$ cat src/rtl/clock_time_setter.sv
// Front-panel hh:mm:ss BCD time entry: debounced mode/up/down buttons, field edit, one-cycle load.
// Optional CLOCK_SETTER_TIMEOUT_EN abandons an edit after TIMEOUT_CYCLES without a press.
module clock_time_setter #(
    parameter int unsigned DEBOUNCE_CYCLES = 16,
    parameter int unsigned BLINK_CYCLES    = 8,
    parameter int unsigned TIMEOUT_CYCLES  = 64
) (
    input  logic        clk,
    input  logic        reset,
    input  logic        btn_mode,
    input  logic        btn_up,
    input  logic        btn_down,
    input  logic [23:0] cur_time,
    output logic [23:0] set_time,
    output logic        load,
    output logic        editing,
    output logic [1:0]  field,
    output logic        blink
);

    localparam int unsigned DB_W = (DEBOUNCE_CYCLES > 1) ? $clog2(DEBOUNCE_CYCLES) : 1;
    localparam int unsigned BL_W = (BLINK_CYCLES > 1) ? $clog2(BLINK_CYCLES) : 1;
    localparam logic [DB_W-1:0] DB_LAST = DB_W'(DEBOUNCE_CYCLES - 1);
    localparam logic [BL_W-1:0] BL_LAST = BL_W'(BLINK_CYCLES - 1);

    typedef enum logic [2:0] {
        IDLE,
        EDIT_H,
        EDIT_M,
        EDIT_S,
        COMMIT
    } state_t;

    state_t state, state_next;

    // Button index 0 = mode, 1 = up, 2 = down
    logic [2:0]      raw;
    logic [2:0]      sync1;
    logic [2:0]      sync2;
    logic [2:0]      deb;
    logic [2:0]      deb_q;
    logic [2:0]      pulse;
    logic [DB_W-1:0] db_cnt [3];

    logic mode_p;
    logic up_p;
    logic down_p;
    logic inc_req;
    logic dec_req;
    logic state_chg;
    logic timeout;

    logic [BL_W-1:0] blink_cnt;

    assign raw = {btn_down, btn_up, btn_mode};

    always_ff @(posedge clk or posedge reset) begin
        if (reset) begin
            sync1 <= '0;
            sync2 <= '0;
            deb   <= '0;
            deb_q <= '0;
            for (int unsigned i = 0; i < 3; i++) begin
                db_cnt[i] <= '0;
            end
        end else begin
            sync1 <= raw;
            sync2 <= sync1;
            deb_q <= deb;
            for (int unsigned i = 0; i < 3; i++) begin
                if (sync2[i] == deb[i]) begin
                    db_cnt[i] <= '0;
                end else if (db_cnt[i] == DB_LAST) begin
                    deb[i]    <= sync2[i];
                    db_cnt[i] <= '0;
                end else begin
                    db_cnt[i] <= db_cnt[i] + 1'b1;
                end
            end
        end
    end

    assign pulse  = deb & ~deb_q;
    assign mode_p = pulse[0];
    assign up_p   = pulse[1];
    assign down_p = pulse[2];

    // Mode beats up/down; up together with down cancels out
    assign inc_req = up_p & ~down_p & ~mode_p;
    assign dec_req = down_p & ~up_p & ~mode_p;

    // BCD step of one two-digit field; an out-of-range value is forced to 00
    function automatic logic [7:0] bcd_step(input logic [7:0] v, input logic is_hours,
                                            input logic up);
        logic [3:0] t;
        logic [3:0] u;
        logic [3:0] t_max;
        logic [3:0] u_max;
        logic       valid;
        logic [7:0] r;
        t     = v[7:4];
        u     = v[3:0];
        t_max = is_hours ? 4'd2 : 4'd5;
        u_max = is_hours ? 4'd3 : 4'd9;
        valid = (u <= 4'd9) && ((t < t_max) || ((t == t_max) && (u <= u_max)));
        if (!valid) begin
            r = 8'h00;
        end else if (up) begin
            if ((t == t_max) && (u == u_max)) r = 8'h00;
            else if (u == 4'd9)               r = {t + 4'd1, 4'd0};
            else                              r = {t, u + 4'd1};
        end else begin
            if (v == 8'h00)      r = {t_max, u_max};
            else if (u == 4'd0)  r = {t - 4'd1, 4'd9};
            else                 r = {t, u - 4'd1};
        end
        return r;
    endfunction

    always_ff @(posedge clk or posedge reset) begin
        if (reset) begin
            state <= IDLE;
        end else begin
            state <= state_next;
        end
    end

    always_comb begin
        state_next = state;
        case (state)
            IDLE:   if (mode_p) state_next = EDIT_H;
            EDIT_H: if (mode_p) state_next = EDIT_M; else if (timeout) state_next = IDLE;
            EDIT_M: if (mode_p) state_next = EDIT_S; else if (timeout) state_next = IDLE;
            EDIT_S: if (mode_p) state_next = COMMIT; else if (timeout) state_next = IDLE;
            COMMIT: state_next = IDLE;
            default: state_next = IDLE;
        endcase
    end

    always_comb begin
        editing = 1'b0;
        field   = 2'd0;
        case (state)
            EDIT_H: begin editing = 1'b1; field = 2'd1; end
            EDIT_M: begin editing = 1'b1; field = 2'd2; end
            EDIT_S: begin editing = 1'b1; field = 2'd3; end
            default: begin editing = 1'b0; field = 2'd0; end
        endcase
    end

    assign state_chg = (state_next != state);

    always_ff @(posedge clk or posedge reset) begin
        if (reset) begin
            load <= 1'b0;
        end else begin
            load <= (state_next == COMMIT);
        end
    end

    always_ff @(posedge clk or posedge reset) begin
        if (reset) begin
            set_time <= '0;
        end else if ((state == IDLE) && mode_p) begin
            set_time <= cur_time;
        end else if (inc_req || dec_req) begin
            case (state)
                EDIT_H:  set_time[23:16] <= bcd_step(set_time[23:16], 1'b1, inc_req);
                EDIT_M:  set_time[15:8]  <= bcd_step(set_time[15:8],  1'b0, inc_req);
                EDIT_S:  set_time[7:0]   <= bcd_step(set_time[7:0],   1'b0, inc_req);
                default: set_time        <= set_time;
            endcase
        end
    end

    always_ff @(posedge clk or posedge reset) begin
        if (reset) begin
            blink_cnt <= '0;
            blink     <= 1'b0;
        end else if (!editing || state_chg || up_p || down_p) begin
            blink_cnt <= '0;
            blink     <= 1'b0;
        end else if (blink_cnt == BL_LAST) begin
            blink_cnt <= '0;
            blink     <= ~blink;
        end else begin
            blink_cnt <= blink_cnt + 1'b1;
        end
    end

`ifdef CLOCK_SETTER_TIMEOUT_EN
    localparam int unsigned TO_W = (TIMEOUT_CYCLES > 1) ? $clog2(TIMEOUT_CYCLES) : 1;
    localparam logic [TO_W-1:0] TO_LAST = TO_W'(TIMEOUT_CYCLES - 1);

    logic [TO_W-1:0] to_cnt;

    always_ff @(posedge clk or posedge reset) begin
        if (reset) begin
            to_cnt <= '0;
        end else if (!editing || state_chg || (|pulse)) begin
            to_cnt <= '0;
        end else begin
            to_cnt <= to_cnt + 1'b1;
        end
    end

    assign timeout = editing && (to_cnt == TO_LAST) && !(|pulse);
`else
    assign timeout = 1'b0;
`endif

endmodule

$ cat config.mk
export PLATFORM = sky130hd
export DESIGN_NAME = clock_time_setter
export DESIGN_NICKNAME = d
export VERILOG_FILES = /design/src/rtl/clock_time_setter.sv
export SDC_FILE = /design/constraint.sdc
export NUM_CORES = 1
export LEC_CHECK = 0
export CELL_PAD_IN_SITES_DETAIL_PLACEMENT = 1
export CELL_PAD_IN_SITES_GLOBAL_PLACEMENT = 1
export CORE_MARGIN = 2
export CORE_UTILIZATION = 44
export DETAILED_ROUTE_END_ITERATION = 16
export GPL_TIMING_DRIVEN = 0
export HOLD_SLACK_MARGIN = 0.05
export PLACE_DENSITY = 0.89
export SYNTH_ARGS = -nofsm -noshare
export SYNTH_HDL_FRONTEND = slang
export SYNTH_SLANG_ARGS = --single-unit
$ cat constraint.sdc
create_clock -name clk -period 4.5 [get_ports clk]
set_input_delay 1.125 -clock clk [delete_from_list [all_inputs] [get_ports clk]]
set_output_delay 1.125 -clock clk [all_outputs]
set_load 0.05 [all_outputs]
# [Word level (Yosys, flattened, before mapping)]
# Cells that the tools add are included.
[classes] addsub=16 n_mul=0 n_div=0 magnitude_cmp=7 eq_ne=25 n_shift=0 mux=40 bitwise=13 reduce_logical=40
[ops] op="2-to-1 mux 8 bit" count=21
[ops] op="2-to-1 mux 24 bit" count=2
[ops] op="adder 4 x 1 -> 4 bit, second input constant" count=9
[ops] op="!= test 5 x 3 -> 1 bit, second input constant" count=6
[ops] op="equality test 4 bit, second input constant" count=6
[ops] op="logical NOT 8 bit" count=3
[ops] op="2-to-1 mux 4 bit" count=6
[ops] op="subtractor 4 x 1 -> 4 bit, second input constant" count=6
[ops] op="2-to-1 mux 3 bit" count=6
[ops] op="<= comparator 4 bit, second input constant" count=3
[ops] op="logical NOT 4 bit" count=3
[ops] op="case mux 3 bit (4 select lines)" count=1
[ops] op="AND reduction 2 bit" count=6
[ops] op="AND reduction 4 bit" count=3
[ops] op="logical AND 1 bit" count=10
[ops] op="nonzero test 2 bit" count=5
[ops] op="equality test 4 x 2 -> 1 bit, second input constant" count=2
[ops] op="equality test 4 x 3 -> 1 bit, second input constant" count=2
[ops] op="less-than comparator 4 x 3 -> 1 bit, second input constant" count=2
[ops] op="logical OR 1 bit" count=7
[ops] op="inverter 1 bit" count=7
[ops] op="equality test 3 x 2 -> 1 bit, second input constant" count=2
[ops] op="equality test 3 bit, second input constant" count=2
[ops] op="case mux 2 bit (3 select lines)" count=1
[ops] op="other kinds (13)" count=20
[totals] reg_bits=56 latch_bits=0 mem_bits_rw=0 mem_bits_ro=0 input_bits=29 output_inout_bits=29 word_cells=160 n_memories=0

# [Longest topological paths before layout]
[depth] word_depth=10 ltp_mapped=9

# [Least setup slack after synthesis]
# No wires, ideal clock.
[synth_path] kind="register -> output" from="register state[1]" to="output port field[1]" arrival_ps=1208 t_required_ps=3375 slack_ps=2167 stages_incl_launch_ff=2 path_buffers=0 path_cell_list="dfrtp_1 nor2b_1"
[synth_between] elab_chain_len=2 elab_cells_between_ends=4 cone_classes="3 x eq/ne; 1 x mux"
[synth_rtl] element="from (decl)" line="34" rtl="state_t state, state_next;"
[synth_rtl] element="from (signal assigned)" line="124" rtl="state <= state_next;"
[synth_rtl] element="equality test 3 x 2 -> 1 bit or equality test 3 x 1 -> 1 bit (tied branches)" line="143" rtl="case (state)"
[synth_rtl] element="case mux 2 bit (3 select lines) *" line="143"
[synth_rtl] element="to (decl)" line="17" rtl="output logic [1:0] field,"
# Mark *: on every way between the ends. The rest lies on a longest branch, timed or not.

# [Final worst setup path]
# Ends and elaborated chain as after synthesis.

==> summary.md <==
| Metric | Value |
|---|---|
| Status | finished, final reports clean |
| GP Congestion | 0.8353 |
| Seq/Total Area, Yosys | 39.09% |
| Vias in the first global route | 3518 |
| TritonRoute pass-1 iters | 4 |
| Gr ovfl total | 0 |
| Slew Limit Fails | 0 |
| Final instance count without filler cells | 580 |
| Worst path required time | 3.38 ns |
| Yosys reg bits | 56 |
| CP max FO | 6 |
| Post-Syn Nets | 455 |
| Number of flops mapped to enable cells by yosys | 0 |
| Vias | 3362 |
| Vias/cell | 5.797 |
| Initial drt markers | 109 |
| Worst Skew | 0.006741 ns |
| Setup tns final | 0 ns |
| P_leak | 1.757 nW |
| R2R depth | 7 |
| Setup Fix Bufs, Post-CTS | 0 |
| Post-Route WL | 10.21 mm |
| Post-synth cell types | 57 |
| Clk_lat worst skew | 0.32 ns |
| FILL cells | 933 |
| Rows | 32 |
| Mapped Cells | 412 |
| CTS resizes | 0 |
| Num ports | 58 |
| Unrepaired setup endpoints after global routing | no |
| Hold Startpoint | sync1[1] |
| Post-route ant nets | 0 |
| Peak VDD IR | 0.0001091 V |
| First-pass GRT wire length | 17.32 mm |
| Ys async rst share | 100.0% |
| Max Cap Viol | 0 |
| Mapped Area | 3585 um^2 |
| Peak Freq | 325.2 MHz |
| Initial Util | 45.91% |
| Final period util | 68.34% |
| CTS sink cnt | 56 |
| Critical path class | reg -> out |
| Share of cells above drive strength 1 | 6.485% |
| Final hold vios | 0 |
| Rel. slew slack | 55.77% |
| Syn_area_per_cell | 8.701 um^2 |
| Setup crit start kind | register |
| Crit path time final | 3.075 ns |
| Post-CTS Hold Buffers | 0 |
| DP HPWL | 7.650 mm |
| Setup crit start | state[1] |
| Antenna cells | 0 |
| RR Startpoint | deb[0] |
| Wirelength per Cell | 17.61 um |
| Final setup fails | 0 |
| Ys flop type | dfrtp_1 |
| Die ar. | 8885 um^2 |
| Reg clk slew, reported paths | 0.10 ns |
| DIE WIDTH | 94.26 um |
| Cells after DPL | 572 |
| Synth warn | 0 |
| Clock buffer depth | 2 |
| TritonCTS clock tree | built |
| Inserted Clock Buffers | 5 |
| Final non-filler cell area | 4392 um^2 |
| Endpoint class of the critical path | output port |
| Pwr Total | 943.1 uW |
| Largest net degree at the start of global routing | 31 |
| Layout overhead on the synthesized area | 22.51% |
| Clk root buf | clkbuf_8 |
| Slew @ Worst Pin | 0.6635 ns |
| Core box area | 7807 um^2 |
| Nets | 520 |
| Hold Path Cell Cnt | 0 |
| Remaining DRCs | 0 |
| PortBufs | 57 |
| Hold slack | 0.3573 ns |
| Initial antenna violation count | 0 |
| Area after DPL | 4303 um^2 |
| Power density over cell area | 214.8 nW/um^2 |
| Tot GR Track Use | 24.52% |
| CP Data Arrival Time | 1.95 ns |
| H-tree depth | 2 |
| Die height | 94.26 um |
| Path category of the worst min-delay check | reg -> reg |
==> Yosys cell counts (3+ instances only) <==
library cell,count,share of area [%]
dfrtp_1,56,39
nand2_1,44,4.6
nor2_1,38,4.0
o21ai_0,27,3.8
a21oi_1,21,2.9
nand3_1,17,2.4
clkbuf_1,16,1.7
inv_1,15,1.6
ha_1,14,4.9
xnor2_1,14,3.4
mux2_2,10,3.1
nor3_1,9,1.3
nor4_1,9,1.6
and3_1,8,1.4
nor2b_1,8,1.4
a31oi_1,7,1.2
buf_2,7,0.98
mux2i_1,7,2.0
o31ai_1,7,1.5
nand4b_1,6,1.5
a211oi_1,5,1.0
nand2b_1,5,0.87
o211ai_1,5,1.0
a22oi_1,4,0.84
a21boi_0,3,0.63
and2_1,3,0.52
nor3b_1,3,0.63
o21a_1,3,0.63
o21ai_1,3,0.42
==> state kept, by name, summed over array words and instances (netlist names) <==
register,cells
blink,1
blink_cnt,3
db_cnt,12
deb,3
deb_q,3
load,1
set_time,24
state,3
sync1,3
sync2,3
==> worst paths after layout <==
| path | endpoint | slack, ns |
|---|---|---|
| worst max-delay path | field[1] | 1.42 |
| worst min-delay path | sync2[1] | 0.36 |
| worst max register to register | set_time[7] | 1.98 |
| min in group asynchronous | set_time[21] | 1.20 |
| worst min register to register | sync2[1] | 0.36 |
| max in group asynchronous | set_time[3] | 2.72 |
==> through the flow <==
| stage | utilization [%] | setup slack, ns |
|---|---|---|
| 6_report | 56.25 | 1.425 |
| 5_1_grt | 56.25 | 1.336 |
| 4_1_cts | 56.25 | 1.407 |
| 3_5_place_dp | 55.11 | 1.782 |
| 3_3_place_gp | 54.86 | 0.9189 |
| 2_1_floorplan | - | 2.004 |
==> layer usage <==
layer / vias up / track usage, % / wire length, um
li1: 1608 / - / -
met1: 1682 / 31.28 / 4619
met2: 61 / 43.69 / 5176
met3: 11 / 3.371 / 294
met4: 0 / 6.039 / 122
met5: - / 0 / 0
==> cells in the final DEF (no fill, tap or decap), types with 6 or more instances in the layout <==
master,instances
clkdlybuf4s50_1,57
dfrtp_1,56
nand2_1,44
nor2_1,38
o21ai_0,27
a21oi_1,21
clkbuf_1,17
nand3_1,17
xnor2_1,14
inv_1,14
ha_1,14
mux2_2,10
nor3_1,9
nor4_1,9
nor2b_1,8
and3_1,8
buf_2,7
a31oi_1,7
mux2i_1,7
o31ai_1,7
nand4b_1,6
==> critical path, stage by stage (launching register included) <==
cell and delay (ns):
dfrtp_1 0.46, nor2b_1 0.32, clkdlybuf4s50_1 0.86
==> layout make-up <==
class / count / area [um^2] / area share [%]
flip-flops and latches: 56 / 1401 / 31.91
plain buffers: 26 / 121.4 / 2.764
well taps: 102 / 127.6 / 2.906
clock inverters: 2 / 16.27 / 0.3704
inverters: 15 / 56.30 / 1.282
repair buffers: 58 / 590.6 / 13.45
clock buffers: 6 / 72.57 / 1.652
multi-input cells: 315 / 2006 / 45.67
==> where the power goes <==
part	leakage, nW	internal, mW	switching [mW]
registers	0.657	0.517	0.0158
logic	1.06	0.0560	0.0641
clock network	0.0414	0.112	0.179
==> logic make-up (layout without fill, tap and decap cells) <==
logic type / count (synthesis) / in the layout / share of synthesized area [%]
compound gates: 108 / 108 / 19.62
xor+xnor: 16 / 16 / 3.909
fa+ha+maj: 14 / 14 / 4.887
buf+inv: 41 / 107 / 4.956
flops: 56 / 56 / 39.09
mux: 18 / 18 / 5.410
simple gates: 159 / 159 / 22.13
Power figures use the tool's default switching activity.
==> variant 1, RTL diff (same flow settings) <==
The 5 states of `state_t` get a one-hot encoding in 5 bits.
--- a/src/rtl/clock_time_setter.sv
+++ b/src/rtl/clock_time_setter.sv
@@ -23,12 +23,12 @@
     localparam logic [DB_W-1:0] DB_LAST = DB_W'(DEBOUNCE_CYCLES - 1);
     localparam logic [BL_W-1:0] BL_LAST = BL_W'(BLINK_CYCLES - 1);
 
-    typedef enum logic [2:0] {
-        IDLE,
-        EDIT_H,
-        EDIT_M,
-        EDIT_S,
-        COMMIT
+    typedef enum logic [4:0] {
+        IDLE   = 5'b00001,
+        EDIT_H = 5'b00010,
+        EDIT_M = 5'b00100,
+        EDIT_S = 5'b01000,
+        COMMIT = 5'b10000
     } state_t;
 
     state_t state, state_next;
Behaviour: same outputs for any inputs over 10 cycles, from zero or initial values and one cycle with reset high; not proved beyond that.
==> variant 1 against the original RTL <==
  * Worst setup slack got worse by 580 ps
  * Final area up 11%
  * Clock power rose by 95%
  * Largest cell class unchanged
  * Area after synthesis grew 9.7%
  * Wire length up 15%
  * Sequential cell count is 2 higher
  * Register-to-register slack worse by 20 ps
  * First-iteration DRC count up 39%
  * Total power increased by 30%
==> variant 1: results (changes against the original RTL) <==
## Clocking
• 3 — H-tree levels, +1
• 9 — number of clock buffers inserted by TritonCTS, +4
• 350 ps — clk_lat worst skew, +30 ps

## Power
• 1.95 nW — static power due to leakage, +11%
• 177 µV — Worst IR Drop VDD, +63%
• 46.0% — Clk network pwr share, +15 points
• 0.550 mW — sequential power, +3%
• 25.6% — switching share of power, -1.8 points

## Worst setup path
• state[4]$_DFF_PP0_ — start point of the critical path
• field[1] — last element of the critical path
• set_time[17]$_DFFE_PP0P_ — startpoint of the most critical register-to-register path
• 10 — Max FO, Critical Path, +4
• set_time[21]$_DFFE_PP0P_ — FF-to-FF End
• 2530 ps — data arrival time of the critical path, +580 ps
• 820 ps — stage delay of the slowest cell on the critical path, -40 ps

## Yosys
• 100% — Async S/R FF share, synth, unchanged
• dfrtp_1 (36%), ha_1 (5.7%), nor2_1 (3.8%) — Area contributors post-synth
• 478 — nets in the synthesized netlist, +5.1%
• 70 — count of cell types in the netlist, +23%
• 9.12 µm² — Post-Synthesis Mean Instance Area, +4.9%
• dfrtp_1 (57), nor2_1 (40), a21oi_1 (26), nand2_1 (26), nor3_1 (19) — cell types with the highest counts after synthesis
• 5.73% — Post-Synth Adder-Cell Area, +0.84 points
• 36.9% — part of the Yosys area used for sequential elements, -2.2 points
• 3.09% — Post-Synth XOR/XNOR Area, -0.82 points
• 21.0% — synthesized-area fraction occupied by ao, oa, aoi and oai cells, +1.4 points
• 3.95% — multiplexer area fraction after synthesis, -1.5 points

## Placed design
• 0.875 — gpl congestion, +4.8%
• 8430 µm — post-DP HPWL, +10%

## Detailed routing
• 3720 — routed via count, +11%
• 19.2 µm — drt wl/cell, +9.0%
• 151 — DRT iter0 DRCs, +39%

## Layout
• set_time (24), db_cnt (12), state (5) — biggest registers after layout
• 11.5% — ratio of cells with drive above 1 in the final layout, +5.0 points
• 613 — final cell count without fillers, +5.7%
• 1022 — filler cell count in the final layout, +9.5%
• 15.1% — area share of buffers outside the clock network, -1.1 points
• 4.66% — clock buffer and inverter area fraction after layout, +2.6 points
• 329 — count of multi-input combinational gates, +4.4%
• 29.7% — sequential fraction of total cell area, -2.2 points
• 46.4% — proportion of cell area occupied by multi-input gates, +0.71 points

## GRT
• 25.8% — gr usage total, +1.3 points
• 3976 — vias in the first global route, +13%
• 39 — maximum number of pins on one net before global-route repair, +26%
• 20200 µm — first-pass GRT wire length, +17%

## Timing
• 12.8 ps — final setup skew, +6.04 ps

## Hold path
• sync2[0]$_DFF_PP0_ — Min-Delay Endpoint
• sync1[0]$_DFF_PP0_ — origin of the worst min-delay path

## Run status
• complete, no violations — status

-- variant 1: cell types whose count changed in the layout (fill, tap and decap cells not counted), moves of 6 or more --
cell and change:
nand2_1 -18, nor3_1 +10, a22o_1 +6, and3_1 -8, nor3b_1 +6, o21ai_0 -11
-- variant 1: routing by layer --
layer  wire, µm  global-route usage [%]  vias up
li1           -                       -     1718
met4        197                    8.54        0
met1       5090                    33.3     1889
met5          0                       0        -
met3        423                    4.61       19
met2       6050                    44.0       94
-- variant 1: per-stage QoR --
step / worst slack (ps) / instance area, µm² / hold slack, ps / power, mW
final: 848 / 4890 / 352 / 1.23
after global routing: 696 / 4890 / 356 / 1.28
after detailed placement: 1240 / 4660 / 336 / 0.674
after CTS: 823 / 4890 / 351 / 1.24
after floorplan: 1170 / 3930 / 331 / 0.617
after global placement: 816 / 4640 / 335 / 0.662
==> variant 2, RTL diff (config.mk and constraints unchanged) <==
Made on the original files. Add a define of `CLOCK_SETTER_TIMEOUT_EN`.
--- a/src/rtl/clock_time_setter.sv
+++ b/src/rtl/clock_time_setter.sv
@@ -1,5 +1,7 @@
 // Front-panel hh:mm:ss BCD time entry: debounced mode/up/down buttons, field edit, one-cycle load.
 // Optional CLOCK_SETTER_TIMEOUT_EN abandons an edit after TIMEOUT_CYCLES without a press.
+`define CLOCK_SETTER_TIMEOUT_EN
+
 module clock_time_setter #(
     parameter int unsigned DEBOUNCE_CYCLES = 16,
     parameter int unsigned BLINK_CYCLES    = 8,
Function: no difference found for any inputs over 10 cycles, from zero or initial values and one cycle with reset high; that may be too few to reach the edited logic, so the function may still have changed.
==> variant 2 against the original RTL <==
  * Wire length is 8.0% higher
  * Clock skew is 3.3 ps higher
  * Final area is 8.1% higher
  * Count of clock-buffer cells in the layout is 3 higher
  * Critical path depth is 1 higher
  * Area after synthesis is 6.6% higher
  * Clock power is 80% higher
  * Worst setup slack worse by 27 ps
  * Total power is 30% higher
  * Sequential cell count is 6 higher
  * Highest routed layer unchanged
==> variant 2: results (changes against the original RTL) <==
## Yosys
• 21.5% — synthesized-area fraction occupied by ao, oa, aoi and oai cells, +1.8 points
• 0 — Synth Warn #, unchanged
• 100% — Async S/R FF share, synth, unchanged
• 4.91% — Post-Synth Adder-Cell Area, +0.027 points
• dfrtp_1 (41%), ha_1 (4.9%), nor2_1 (4.7%) — Area contributors post-synth
• 3.14% — multiplexer area fraction after synthesis, -2.3 points
• 464 — nets in the synthesized netlist, +2.0%
• 3.87% — Post-Synth XOR/XNOR Area, -0.044 points
• 40.6% — part of the Yosys area used for sequential elements, +1.5 points
• dfrtp_1 (62), nor2_1 (48), nand2_1 (32) — cell types with the highest counts after synthesis
• 66 — count of cell types in the netlist, +16%

## GRT
• 3710 — vias in the first global route, +5.5%
• 4.32% — met3 capacity usage during global routing, +0.95 points
• 18500 µm — first-pass GRT wire length, +6.7%
• 23.9% — gr usage total, -0.64 points
• 42.4% — met2 capacity usage during global routing, -1.3 points
• 42 — maximum number of pins on one net before global-route repair, +35%
• 28.9% — met1 Track Usage GR, -2.4 points

## Layout
• 990 — filler cell count in the final layout, +6.1%
• 533 — number of nets in the finished design, +2.5%
• 0 — antenna cell count, unchanged
• 8.91% — ratio of cells with drive above 1 in the final layout, +2.4 points
• set_time (24), db_cnt (12), to_cnt (6) — biggest registers after layout

## Power
• 1.92 nW — static power due to leakage, +9.0%
• 0.117 mW — combinational logic power
• 196 µV — Worst IR Drop VDD, +80%
• 47.9% — sequential share of power, -8.6 points
• 0.336 mW — switching power total, +30%
• 0.889 mW — Internal, +30%

## Timing
• 358 ps — Post-Route Hold Slack, +1.03 ps
• 10.0 ps — final setup skew, +3.31 ps
• 50.0% — Max-Slew Margin vs Limit, -5.8 points

## Placed design
• 1770 ps — worst setup slack after placement, -10.7 ps
• 7930 µm — post-DP HPWL, +3.7%
• 0.865 — gpl congestion, +3.6%
• 57 — quantity of I/O buffers inserted on ports, unchanged

## Detailed routing
• 479 µm — WL met3, +63%
• 138 — DRT iter0 DRCs, +27%
• 3559 — routed via count, +5.9%
• 4700 µm — routed metal-1 wire length, +1.8%
• 11000 µm — Detailed Route WL, +8.0%
• 5630 µm — routed length on met2, +8.8%
• 4 — DRT Pass-1 Iters, unchanged

## Run status
• complete, no violations — status

## Hold path
• sync2[1]$_DFF_PP0_ — Min-Delay Endpoint

## Clocking
• 3 — H-tree levels, +1
• 80 ps — clock-pin slew of the registers on the worst-case setup and hold paths, -20 ps
• 0 — count of buffers added by post-CTS timing repair for setup, unchanged
• 9 — number of clock buffers inserted by TritonCTS, +4
• 0 — post-CTS sizing, unchanged
• 350 ps — clk_lat worst skew, +30 ps

## Worst setup path
• 7 — Max FO, Critical Path, +1
• 1980 ps — data arrival time of the critical path, +30 ps
• state[0]$_DFF_PP0_ — startpoint of the most critical register-to-register path
• 2050 ps — worst reg2reg setup slack, +70 ps
• set_time[11]$_DFFE_PP0P_ — FF-to-FF End
• 7 — count of cells along the worst register-to-register path, unchanged

variant 2: cell count changes after synthesis, moves of 5 or more:
cell      delta
nand2_1     -12
a22o_1       +5
mux2_2       -5
a221oi_1     +6
o21ai_0      -9
nor2_1      +10
dfrtp_1      +6
variant 2: stage by stage:
| step | std cells | utilization, % | area [µm²] |
|---|---|---|---|
| final | 599 | 57.2 | 4750 |
| after global routing | 599 | 57.2 | 4750 |
| after CTS | 599 | 57.2 | 4750 |
| after detailed placement | 583 | 54.7 | 4540 |
| after global placement | 582 | 54.5 | 4520 |
| after floorplan | 420 | - | 3820 |
variant 2: how the worst max path moves through the flow:
stage,slack (ps),start,endpoint,depth (start not counted)
2_1_floorplan,1830,reset,blink$_DFFE_PP0P_,1
3_3_place_gp,730,reset,set_time[19]$_DFFE_PP0P_,2
3_5_place_dp,1770,state[0]$_DFF_PP0_,field[0],3
4_1_cts,1370,state[0]$_DFF_PP0_,field[0],3
5_1_grt,1300,state[0]$_DFF_PP0_,field[0],3
6_report,1400,state[0]$_DFF_PP0_,field[0],3
variant 2: cell families after synthesis:
kind of cell             Yosys count
AND/OR/NAND/NOR                  160
AO/OA/AOI/OAI                    114
flip-flops                        62
buffers and inverters             42
XOR/XNOR                          16
adder cells (fa/ha/maj)           15
multiplexers                      11
variant 2: final cells by class:
class                   instances  area (µm²)  share of cell area (%)
inverters                      18        67.6                    1.42
repair buffers                 58         591                    12.4
flip-flops and latches         62        1550                    32.7
plain buffers                  24         108                    2.27
multi-input cells             316        2090                    44.1
well taps                     105         131                    2.77
clock inverters                 7        81.3                    1.71
clock buffers                   9         124                    2.61
variant 2: critical path, stage by stage (launching register included):
cell,delay [ps]
dfrtp_1,330
clkbuf_2,200
nor2b_1,240
clkdlybuf4s50_1,850
